## src/rtl/mc_control_pkg.sv

```systemverilog
// Shared definitions for the multi-cycle controller: state codes, opcodes,
// datapath select codes and the packed control word driven by the decoder.
package mc_control_pkg;

    // FSM state encodings (also visible on the debug state output)
    localparam logic [3:0] ST_FETCH    = 4'd0;
    localparam logic [3:0] ST_DECODE   = 4'd1;
    localparam logic [3:0] ST_MEM_ADDR = 4'd2;
    localparam logic [3:0] ST_MEM_RD   = 4'd3;
    localparam logic [3:0] ST_MEM_WB   = 4'd4;
    localparam logic [3:0] ST_MEM_WR   = 4'd5;
    localparam logic [3:0] ST_R_EXEC   = 4'd6;
    localparam logic [3:0] ST_R_WB     = 4'd7;
    localparam logic [3:0] ST_BRANCH   = 4'd8;
    localparam logic [3:0] ST_JUMP     = 4'd9;
    localparam logic [3:0] ST_ADDI_EX  = 4'd10;
    localparam logic [3:0] ST_ADDI_WB  = 4'd11;

    // Instruction opcodes recognised by the controller
    localparam logic [5:0] OP_RTYPE = 6'b000000;
    localparam logic [5:0] OP_LW    = 6'b100011;
    localparam logic [5:0] OP_SW    = 6'b101011;
    localparam logic [5:0] OP_BEQ   = 6'b000100;
    localparam logic [5:0] OP_J     = 6'b000010;
    localparam logic [5:0] OP_ADDI  = 6'b001000;

    // ALU operation select
    localparam logic [1:0] ALUOP_ADD   = 2'b00;
    localparam logic [1:0] ALUOP_SUB   = 2'b01;
    localparam logic [1:0] ALUOP_FUNCT = 2'b10;

    // PC source select
    localparam logic [1:0] PCSRC_ALU    = 2'b00;
    localparam logic [1:0] PCSRC_ALUOUT = 2'b01;
    localparam logic [1:0] PCSRC_JUMP   = 2'b10;

    // ALU B-operand select
    localparam logic [1:0] SRCB_REG   = 2'b00;
    localparam logic [1:0] SRCB_FOUR  = 2'b01;
    localparam logic [1:0] SRCB_SEXT  = 2'b10;
    localparam logic [1:0] SRCB_SHIFT = 2'b11;

    // Everything the datapath needs from the controller in one cycle
    typedef struct packed {
        logic       pc_write;
        logic       pc_write_cond;
        logic       ir_write;
        logic       mdr_write;
        logic       mem_read;
        logic       mem_write;
        logic       i_or_d;
        logic       reg_write;
        logic       reg_dst;
        logic       mem_to_reg;
        logic       alu_src_a;
        logic [1:0] alu_src_b;
        logic [1:0] alu_op;
        logic [1:0] pc_source;
        logic       instr_done;
    } ctrl_word_t;

    localparam ctrl_word_t CTRL_IDLE = '0;

    // True for every opcode the FSM knows how to execute
    function automatic logic opcode_is_legal(input logic [5:0] op);
        return (op == OP_RTYPE) || (op == OP_LW) || (op == OP_SW) ||
               (op == OP_BEQ)   || (op == OP_J)  || (op == OP_ADDI);
    endfunction

endpackage

```

## src/rtl/mc_ctrl_decode.sv

```systemverilog
// State-to-control-word decoder. Purely combinational; the only input besides
// the state is the (already qualified) memory handshake, which gates the
// one-shot load enables in the states that wait on memory.
module mc_ctrl_decode
    import mc_control_pkg::*;
(
    input  logic [3:0]  state_i,
    input  logic        mem_ready_i,
    output ctrl_word_t  ctrl_o
);

    // Control word per state; anything not set stays at zero
    always_comb begin
        ctrl_o = CTRL_IDLE;
        case (state_i)
            ST_FETCH: begin
                ctrl_o.mem_read  = 1'b1;
                ctrl_o.i_or_d    = 1'b0;
                ctrl_o.alu_src_a = 1'b0;
                ctrl_o.alu_src_b = SRCB_FOUR;
                ctrl_o.alu_op    = ALUOP_ADD;
                ctrl_o.pc_source = PCSRC_ALU;
                // IR and PC load only on the completing cycle so a stalled
                // fetch does not load them repeatedly
                ctrl_o.ir_write  = mem_ready_i;
                ctrl_o.pc_write  = mem_ready_i;
            end
            ST_DECODE: begin
                ctrl_o.alu_src_a = 1'b0;
                ctrl_o.alu_src_b = SRCB_SHIFT;
                ctrl_o.alu_op    = ALUOP_ADD;
            end
            ST_MEM_ADDR: begin
                ctrl_o.alu_src_a = 1'b1;
                ctrl_o.alu_src_b = SRCB_SEXT;
                ctrl_o.alu_op    = ALUOP_ADD;
            end
            ST_MEM_RD: begin
                ctrl_o.mem_read  = 1'b1;
                ctrl_o.i_or_d    = 1'b1;
                ctrl_o.mdr_write = mem_ready_i;
            end
            ST_MEM_WB: begin
                ctrl_o.reg_write  = 1'b1;
                ctrl_o.reg_dst    = 1'b0;
                ctrl_o.mem_to_reg = 1'b1;
                ctrl_o.instr_done = 1'b1;
            end
            ST_MEM_WR: begin
                ctrl_o.mem_write  = 1'b1;
                ctrl_o.i_or_d     = 1'b1;
                ctrl_o.instr_done = mem_ready_i;
            end
            ST_R_EXEC: begin
                ctrl_o.alu_src_a = 1'b1;
                ctrl_o.alu_src_b = SRCB_REG;
                ctrl_o.alu_op    = ALUOP_FUNCT;
            end
            ST_R_WB: begin
                ctrl_o.reg_write  = 1'b1;
                ctrl_o.reg_dst    = 1'b1;
                ctrl_o.mem_to_reg = 1'b0;
                ctrl_o.instr_done = 1'b1;
            end
            ST_BRANCH: begin
                ctrl_o.alu_src_a     = 1'b1;
                ctrl_o.alu_src_b     = SRCB_REG;
                ctrl_o.alu_op        = ALUOP_SUB;
                ctrl_o.pc_write_cond = 1'b1;
                ctrl_o.pc_source     = PCSRC_ALUOUT;
                ctrl_o.instr_done    = 1'b1;
            end
            ST_JUMP: begin
                ctrl_o.pc_write   = 1'b1;
                ctrl_o.pc_source  = PCSRC_JUMP;
                ctrl_o.instr_done = 1'b1;
            end
            ST_ADDI_EX: begin
                ctrl_o.alu_src_a = 1'b1;
                ctrl_o.alu_src_b = SRCB_SEXT;
                ctrl_o.alu_op    = ALUOP_ADD;
            end
            ST_ADDI_WB: begin
                ctrl_o.reg_write  = 1'b1;
                ctrl_o.reg_dst    = 1'b0;
                ctrl_o.mem_to_reg = 1'b0;
                ctrl_o.instr_done = 1'b1;
            end
            default: ;
        endcase
    end

endmodule

```

## src/rtl/mc_control.sv

```systemverilog
// Multi-cycle processor control FSM: holds the state register and next-state
// logic, uses mc_ctrl_decode for the per-state control word, and forces every
// output to zero while reset is asserted.
module mc_control
    import mc_control_pkg::*;
#(
    parameter int USE_MEM_READY = 1
) (
    input  logic       clk,
    input  logic       rst,
    input  logic [5:0] opcode,
    input  logic       zero,
    input  logic       mem_ready,
    output logic       pc_write,
    output logic       pc_write_cond,
    output logic       ir_write,
    output logic       mdr_write,
    output logic       mem_read,
    output logic       mem_write,
    output logic       i_or_d,
    output logic       reg_write,
    output logic       reg_dst,
    output logic       mem_to_reg,
    output logic       alu_src_a,
    output logic [1:0] alu_src_b,
    output logic [1:0] alu_op,
    output logic [1:0] pc_source,
    output logic       pc_en,
    output logic       instr_done,
    output logic       illegal_op,
    output logic [3:0] state
);

    logic [3:0] state_q;
    logic [3:0] state_d;
    logic       mem_ready_eff;
    ctrl_word_t ctrl_raw;
    ctrl_word_t ctrl;

    // Without a handshaking memory every access completes in one cycle
    assign mem_ready_eff = (USE_MEM_READY != 0) ? mem_ready : 1'b1;

    mc_ctrl_decode u_decode (
        .state_i     (state_q),
        .mem_ready_i (mem_ready_eff),
        .ctrl_o      (ctrl_raw)
    );

    // Next-state selection; memory states hold until the access completes
    always_comb begin
        state_d = ST_FETCH;
        case (state_q)
            ST_FETCH:    state_d = mem_ready_eff ? ST_DECODE : ST_FETCH;
            ST_DECODE: begin
                case (opcode)
                    OP_RTYPE: state_d = ST_R_EXEC;
                    OP_LW:    state_d = ST_MEM_ADDR;
                    OP_SW:    state_d = ST_MEM_ADDR;
                    OP_BEQ:   state_d = ST_BRANCH;
                    OP_J:     state_d = ST_JUMP;
                    OP_ADDI:  state_d = ST_ADDI_EX;
                    default:  state_d = ST_FETCH;
                endcase
            end
            // The IR still holds the opcode here, so it picks load vs store
            ST_MEM_ADDR: state_d = (opcode == OP_SW) ? ST_MEM_WR : ST_MEM_RD;
            ST_MEM_RD:   state_d = mem_ready_eff ? ST_MEM_WB : ST_MEM_RD;
            ST_MEM_WB:   state_d = ST_FETCH;
            ST_MEM_WR:   state_d = mem_ready_eff ? ST_FETCH : ST_MEM_WR;
            ST_R_EXEC:   state_d = ST_R_WB;
            ST_R_WB:     state_d = ST_FETCH;
            ST_BRANCH:   state_d = ST_FETCH;
            ST_JUMP:     state_d = ST_FETCH;
            ST_ADDI_EX:  state_d = ST_ADDI_WB;
            ST_ADDI_WB:  state_d = ST_FETCH;
            default:     state_d = ST_FETCH;
        endcase
    end

    // State register with synchronous reset back to FETCH
    always_ff @(posedge clk) begin
        if (rst) begin
            state_q <= ST_FETCH;
        end else begin
            state_q <= state_d;
        end
    end

    // Reset blanks the control word combinationally so nothing fires during
    // reset even if the register still holds a mid-instruction state
    assign ctrl = rst ? CTRL_IDLE : ctrl_raw;

    assign pc_write      = ctrl.pc_write;
    assign pc_write_cond = ctrl.pc_write_cond;
    assign ir_write      = ctrl.ir_write;
    assign mdr_write     = ctrl.mdr_write;
    assign mem_read      = ctrl.mem_read;
    assign mem_write     = ctrl.mem_write;
    assign i_or_d        = ctrl.i_or_d;
    assign reg_write     = ctrl.reg_write;
    assign reg_dst       = ctrl.reg_dst;
    assign mem_to_reg    = ctrl.mem_to_reg;
    assign alu_src_a     = ctrl.alu_src_a;
    assign alu_src_b     = ctrl.alu_src_b;
    assign alu_op        = ctrl.alu_op;
    assign pc_source     = ctrl.pc_source;
    assign instr_done    = ctrl.instr_done;
    assign pc_en         = ctrl.pc_write | (ctrl.pc_write_cond & zero);
    assign illegal_op    = ~rst && (state_q == ST_DECODE) && !opcode_is_legal(opcode);
    assign state         = rst ? ST_FETCH : state_q;

endmodule
```

## config.mk

```make
export PLATFORM = sky130hd
export DESIGN_NAME = mc_control
export DESIGN_NICKNAME = d
export VERILOG_FILES = /design/src/rtl/mc_control_pkg.sv /design/src/rtl/mc_ctrl_decode.sv /design/src/rtl/mc_control.sv
export SDC_FILE = /design/constraint.sdc
export NUM_CORES = 1
export LEC_CHECK = 0
export CAP_MARGIN = 10
export CORE_MARGIN = 10
export CORE_UTILIZATION = 36
export CTS_BUF_LIST = sky130_fd_sc_hd__clkbuf_8
export DETAILED_ROUTE_END_ITERATION = 10
export PLACE_DENSITY = 0.81
export SYNTH_ARGS = -nofsm -noshare
export SYNTH_HDL_FRONTEND = slang
export SYNTH_SLANG_ARGS = --single-unit
export TNS_END_PERCENT = 50
```

## constraint.sdc

```tcl
create_clock -name clk -period 1.3 [get_ports clk]
set_input_delay 0.195 -clock clk [delete_from_list [all_inputs] [get_ports clk]]
set_output_delay 0.195 -clock clk [all_outputs]
set_load 0.05 [all_outputs]
```

==> results by group, run 1 <==
Synth
  – Top cell type's share of synthesized area: 12.6%
  – Cell taking the most area after synthesis: dfxtp_1
  – Count of flip-flops with a built-in enable after synthesis: 0
  – Synth top cells by count: nor2_1 (14), nor3_1 (9), nand2_1 (8)
  – Seq cells post-synth: 4
  – Mean area per synthesized cell: 6.76 sq um
  – Syn Inst Count: 94
  – Seq/Total Area, Yosys: 12.6%
  – Area contributors post-synth: dfxtp_1 (13%), nor2_1 (8.3%), nor3_1 (7.1%)
  – Most frequent cell after synthesis: nor2_1
  – Post-Synthesis Cell Area: 636 sq um
  – Ys Warns: 0
  – Predominant post-synthesis flop cell: dfxtp_1
  – Ys async rst share: 0%
  – Net count after synthesis: 104
  – Synth cell types: 42

Placement
  – DP Wirelength: 2840 um
  – Place WS: -0.791 ns
  – Cell Area, Placed: 1610 sq um
  – I/O Buffers: 33
  – Routability cong.: 0.912

Clocking
  – Post_cts resized: 65
  – Hold Buf Count CTS: 0
  – Total CTS buffers: 3
  – CTS H-tree lvls: 1
  – Max Root-Sink Buffers: 2
  – Clock root buffer: clkbuf_8
  – Post-CTS Repair Setup Buffers: 13
  – CTS Sinks: 4

Run status
  – Outcome: aborted with a tool error
  – Last stage reached: clock tree synthesis (4_1_cts)
  – First error: [ERROR DPL-0038] Utilization greater than 100%, impossible to legalize

Floorplan
  – IO Count: 34
  – Row cnt: 15
  – Die Width: 62.0 um
  – Die Span Y: 62.0 um
  – Initial Util: 37.2%
-- stage by stage --
step	instances	util (%)	hold slack, ns
floorplan	94	-	0.350
global placement	178	94.4	0.731
detailed placement	178	94.4	0.744
-- cell families after synthesis --
group | after synthesis | synth area share, %
compound gates | 22 | 23.6
xor+xnor | 2 | 2.76
buf+inv | 11 | 10.6
flops | 4 | 12.6
simple gates | 55 | 50.4
==> inputs of run 2 (changes only) <==
CORE_AREA = 10 10 71 73   (was unset)
CORE_MARGIN = unset   (was 10)
CORE_UTILIZATION = unset   (was 36)
CTS_BUF_LIST = unset   (was sky130_fd_sc_hd__clkbuf_8)
DIE_AREA = 0 0 81 83   (was unset)
PLACE_DENSITY = unset   (was 0.81)
PLACE_DENSITY_LB_ADDON = 0.15   (was unset)
clock period = 1.7 ns   (was 1.3 ns; I/O delays follow)
==> results by group, run 2 <==
Synth
  – Syn Inst Count: 94 (unchanged)
  – Seq/Total Area, Yosys: 12.6% (unchanged)
  – Cell taking the most area after synthesis: dfxtp_1
  – Synth cell types: 42 (unchanged)
  – Net count after synthesis: 104 (unchanged)
  – Area contributors post-synth: dfxtp_1 (13%), nor2_1 (8.3%), nor3_1 (7.1%)
  – Most frequent cell after synthesis: nor2_1
  – Synth top cells by count: nor2_1 (14), nor3_1 (9), nand2_1 (8)
  – Seq cells post-synth: 4 (unchanged)
  – Ys Warns: 0 (unchanged)
  – Count of flip-flops with a built-in enable after synthesis: 0 (unchanged)
  – Ys async rst share: 0% (unchanged)
  – Mean area per synthesized cell: 6.76 sq um (unchanged)
  – Top cell type's share of synthesized area: 12.6% (unchanged)
  – Predominant post-synthesis flop cell: dfxtp_1
  – Post-Synthesis Cell Area: 636 sq um (unchanged)

Clocking
  – Reg clk slew, reported paths: 0.03 ns
  – Clock root buffer: clkbuf_8
  – TritonCTS clock tree: done
  – CTS H-tree lvls: 1 (unchanged)
  – Hold Buf Count CTS: 0 (unchanged)
  – CTS Sinks: 4 (unchanged)
  – Total CTS buffers: 3 (unchanged)
  – Worst-skew pair later-pin latency: 0.22 ns
  – Max Root-Sink Buffers: 2 (unchanged)

Worst setup path
  – Worst path buffer plus inverter count: 2
  – Arr. time, crit path: 1.47 ns
  – CP delay by family, top: simple AND/OR/NAND/NOR gates
  – WP data required: 1.44 ns
  – R2r setup slk: 0.22 ns
  – Worst r2r dst: state_q[1]
  – Critical Path Max Stage Delay: 0.52 ns
  – Cell chain of the critical path: clkdlybuf4s15_1 > or4_4 > nor3_4 > nor4_4 > buf_12
  – CP max FO: 3
  – Critical path class: primary input to output port
  – Reg-to-Reg Start: state_q[1]
  – FF-to-FF path depth: 5
  – Endpoint type of the worst setup path: output port
  – Slowest cell on crit path: or4_4
  – CP Launch Type: primary input

Route
  – DRC: 0
  – Routed Antenna Nets: 0
  – Final wirelength: 2800 um
  – Via-to-Cell Ratio: 4.63
  – Initial drt markers: 21
  – DR vias: 958
  – TritonRoute pass-1 iters: 4
  – WL/cell: 13.5 um

Placement
  – DP Wirelength: 2370 um (-17%)
  – I/O Buffers: 33 (unchanged)
  – Routability cong.: 0.773 (-15%)

Finish
  – Most common cell after layout, fill and taps aside: buf_4
  – Fin util: 45.7%
  – Area growth, synth to finish: 161%
  – Max reg flops: 4
  – Final net count: 171
  – Top reg by flops: state_q
  – Top flop regs: state_q: 4 flops
  – Antenna Cells: 0
  – Most frequent cells in the layout: buf_4 (34), buf_12 (25), nor2_1 (12)
  – Layout cells sized above 1: 60.4%

Timing
  – Hold Vio Cnt, Final: 0
  – RSZ-0062 raised after global routing: yes
  – Crit path time final: 1.72 ns
  – Post-route setup slack: -0.0241 ns
  – Slew Limit Fails: 0
  – Final setup violation count: 3
  – Setup Skew: 0.00152 ns
  – Final clock period utilization by the worst path: 101%
  – Worst Max-Slew Pin Slew: 0.412 ns
  – Relative slew slack: 72.3%
  – Fmax: 0.580 GHz

Floorplan
  – Die Width: 81 um (+31%)
  – Core Area: 3630 sq um
  – IO Count: 34 (unchanged)
  – Row cnt: 22 (+7)
  – Die area: 6720 sq um
  – Initial Util: 17.5% (-20 points)
  – Die Span Y: 83 um (+34%)

Power
  – Worst vdd ir: 0.000175 V
  – Leak: 0.668 nW
  – Total Power: 542 uW
  – Cell area power density: 327 nW/um^2

Worst hold path
  – Hold EP: state_q[2]
  – Worst hold start: opcode[3]
  – Worst hold path depth: 4
  – Hold Crit Class: primary input to register

GRT
  – Initial antenna violation count: 0
  – Gr ovfl total: 0
  – First-pass GRT wire length: 4770 um
  – Tot GR Track Use: 8.52%
  – Largest net degree at the start of global routing: 10
  – Vias in the first global route: 1046

Job
  – Max Cap Viol: 0

Run status
  – Outcome: complete, but fails checks
  – Violated checks: negative setup slack
## run 2: cell counts after synthesis
No cell type changed its count.
## run 2: kinds of logic after synthesis
logic type      Yosys count  share of synthesized area (%)
xor+xnor                  2                           2.76
compound gates           22                           23.6
simple gates             55                           50.4
buf+inv                  11                           10.6
flops                     4                           12.6
## run 2: layer usage
metal,part of all wire (%),track usage [%],up-vias
li1,-,-,478
met1,40,9.12,446
met2,54,15.6,31
met3,4.5,1.51,3
met4,0.75,3.29,0
met5,0,0,-
## run 2: worst max-delay path by stage
| stage | from | end | slack, ns | depth (start not counted) |
|---|---|---|---|---|
| 4_1_cts | state_q[1] | illegal_op | -0.04 | 5 |
| 3_5_place_dp | opcode[3] | illegal_op | -0.42 | 6 |
| 5_1_grt | state_q[1] | illegal_op | -0.09 | 5 |
| 3_3_place_gp | opcode[2] | illegal_op | -0.30 | 5 |
| 6_report | opcode[4] | illegal_op | -0.02 | 5 |
| 2_1_floorplan | state_q[1] | instr_done | -0.34 | 5 |
## run 2: area by class of cell
| class | count | area, sq um |
|---|---|---|
| multi-input cells | 79 | 603 |
| repair buffers | 70 | 852 |
| inverters | 3 | 13.8 |
| fillers | 368 | 1970 |
| flip-flops and latches | 4 | 90.1 |
| well taps | 48 | 60.1 |
| clock buffers | 3 | 41.3 |
## run 2: through the flow
| step | cells | hold slack, ns | setup WS, ns | area (sq um) | setup TNS [ns] |
|---|---|---|---|---|---|
| 2_1_floorplan | 94 | 0.413 | -0.339 | 703 | -1.82 |
| 3_3_place_gp | 200 | 0.757 | -0.296 | 1520 | -2.34 |
| 3_5_place_dp | 200 | 0.758 | -0.417 | 1520 | -2.46 |
| 4_1_cts | 207 | 0.489 | -0.0352 | 1630 | -0.0460 |
| 5_1_grt | 207 | 0.492 | -0.0921 | 1660 | -0.432 |
| 6_report | 207 | 0.476 | -0.0241 | 1660 | -0.0447 |
## run 2: worst reg2reg max path, delay by kind of cell, from the launching register on
family	cells	cell delay, ns
DFF	1	0.37
buffers and inverters	2	0.36
AOI/OAI and AO/OA	2	0.56
and+or+nand+nor	1	0.11
## run 2: power breakdown
group	switching [mW]	internal (mW)
Clock	0.0487	0.151
Sequential	0.00647	0.0949
Combinational	0.124	0.117
## run 2: repair_timing
| action | 4_1_cts | 5_1_grt |
|---|---|---|
| gates resized for setup | 29 | 7 |
| setup buffers | 4 | 0 |
| endpoints found under the setup margin | 19 | 12 |
| gates cloned | 0 | 0 |
| pin swaps | 3 | 2 |
Note: power is estimated with default switching activity, not from simulation.
==> inputs of run 3 (changes only) <==
SETUP_SLACK_MARGIN = 0.02   (was unset)
SLEW_MARGIN = 20   (was unset)
==> results by group, run 3 (synthesis results as in run 2) <==
Worst setup path
  – Crit-path most repeated cell: nor4_4
  – Worst path buffer plus inverter count: 2 (unchanged)
  – Critical path class: primary input to output port
  – Endpoint type of the worst setup path: output port
  – Reg-to-Reg Start: state_q[3]
  – Critical Path Max Stage Delay: 0.34 ns (-0.18 ns)
  – CP Launch Type: primary input
  – R2r setup slk: 0.30 ns (+0.08 ns)
  – CP max FO: 5 (+2)
  – Arr. time, crit path: 1.44 ns (-0.03 ns)
  – CP delay by family, top: buffers and inverters
  – Cell chain of the critical path: dlygate4sd2_1 > o21ai_0 > nor4_4 > nor4_4 > buf_6
  – Crit. Startpoint: opcode[1]
  – Slowest cell on crit path: o21ai_0
  – WP data required: 1.44 ns (about the same)

Timing
  – Crit path time final: 1.69 ns (-0.0315 ns)
  – Worst Max-Slew Pin Slew: 0.362 ns (-0.0496 ns)
  – Post-route setup slack: 0.00739 ns (+0.0315 ns)
  – Relative slew slack: 75.6% (+3.3 points)
  – Fmax: 0.591 GHz (+1.9%)
  – Hold Vio Cnt, Final: 0 (unchanged)
  – Setup Skew: 0.00113 ns (-0.000397 ns)
  – Final setup violation count: 0 (-3)
  – Final clock period utilization by the worst path: 99.6% (-1.9 points)
  – Slew Limit Fails: 0 (unchanged)
  – RSZ-0062 raised after global routing: yes

Finish
  – Final net count: 184 (+7.6%)
  – Max reg flops: 4 (unchanged)
  – Layout cells sized above 1: 69.8% (+9.4 points)
  – Most frequent cells in the layout: buf_4 (39), buf_12 (23), buf_6 (11)
  – Area growth, synth to finish: 191%
  – Fin util: 50.9% (+5.2 points)
  – Most common cell after layout, fill and taps aside: buf_4
  – Post-route cell area: 1850 sq um (+11%)
  – Antenna Cells: 0 (unchanged)
  – Top reg by flops: state_q
  – Top flop regs: state_q: 4 flops

Route
  – DRC: 0 (unchanged)
  – TritonRoute pass-1 iters: 4 (unchanged)
  – Routed Antenna Nets: 0 (unchanged)
  – Via-to-Cell Ratio: 4.66 (+0.67%)
  – Final wirelength: 3110 um (+11%)
  – DR vias: 1025 (+7.0%)
  – Initial drt markers: 23 (+9.5%)
  – WL/cell: 14.1 um (+4.4%)

Clocking
  – Clock root buffer: clkbuf_8
  – TritonCTS clock tree: done
  – CTS H-tree lvls: 1 (unchanged)
  – Reg clk slew, reported paths: 0.03 ns (about the same)
  – Total CTS buffers: 3 (unchanged)
  – Max Root-Sink Buffers: 2 (unchanged)
  – CTS Sinks: 4 (unchanged)
  – Worst-skew pair later-pin latency: 0.21 ns (about the same)

Power
  – Worst vdd ir: 0.000156 V (-11%)
  – Cell area power density: 302 nW/um^2 (-7.6%)
  – Leak: 0.756 nW (+13%)

Job
  – Max Cap Viol: 0 (unchanged)

Worst hold path
  – Worst hold start: opcode[3]
  – Hold Crit Class: primary input to register

Run status
  – Outcome: finished, final reports clean

Placement
  – Place WS: -0.435 ns (-0.0182 ns)
  – DP Wirelength: 2380 um (+0.35%)
  – I/O Buffers: 33 (unchanged)
  – Cell Area, Placed: 1550 sq um (+1.5%)
  – Routability cong.: 0.724 (-6.3%)

GRT
  – Initial antenna violation count: 0 (unchanged)
  – Gr ovfl total: 0 (unchanged)
  – First-pass GRT wire length: 5110 um (+7.2%)
  – Vias in the first global route: 1093 (+4.5%)
  – Largest net degree at the start of global routing: 9 (-1)
  – Tot GR Track Use: 9.01% (+0.49 points)

Floorplan
  – Die area: 6720 sq um (unchanged)
  – IO Count: 34 (unchanged)
  – Row cnt: 22 (unchanged)
  – Initial Util: 17.5% (unchanged)
  – Core Area: 3630 sq um (unchanged)
  – Die Width: 81 um (unchanged)
  – Die Span Y: 83 um (unchanged)
run 3: cell count changes in the layout (fill, tap and decap cells not counted), sizes merged:
cell and change:
buf +14, clkdlybuf4s15 -1
run 3: area by class of cell:
cell class                      instances  area, sq um
Clock buffer                            3         41.3
Fill cell                             346         1790
Inverter                                3         13.8
Multi-Input combinational cell         79          679
Sequential cell                         4         92.6
Tap cell                               48         60.1
Timing Repair Buffer                   83          961
run 3: per-layer routing:
metal | global-route usage (%) | up-vias | share of wire (%)
li1 | - | 503 | -
met1 | 9.37 | 484 | 39
met2 | 16.4 | 34 | 55
met3 | 1.72 | 4 | 5.1
met4 | 4.38 | 0 | 0.96
met5 | 0 | - | 0
run 3: report_power, final:
part	leakage, nW	switching (mW)	internal, mW
Sequential	0.0352	0.00679	0.0936
Clock	0.0216	0.0436	0.150
Combinational	0.699	0.136	0.128
Total	0.756	0.186	0.372
run 3: final timing paths:
kind,end,depth (start not counted)
worst max-delay path,illegal_op,5
worst min register to register,state_q[2],3
worst min-delay path,state_q[2],4
worst max register to register,state_q[1],6
run 3: timing repair:
item,in CTS,in global routing
setup endpoints to repair,22,14
gates resized for setup,51,13
pin swaps,11,5
hold buffers,0,0
buffers inserted,10,3
run 3: tightest hold or removal path: stages:
cell,delay [ns]
buf_2,0.13
buf_4,0.14
nand4_1,0.06
a31oi_1,0.09
run 3: per-stage QoR:
step	TNS [ns]	hold slack (ns)	cells	power (mW)
after floorplan	-1.79	0.413	94	0.209
after global placement	-1.45	0.658	204	0.336
final	0	0.505	220	0.558
after detailed placement	-1.99	0.686	204	0.341
after CTS	-0.0253	0.500	217	0.559
after global routing	-0.164	0.519	220	0.594
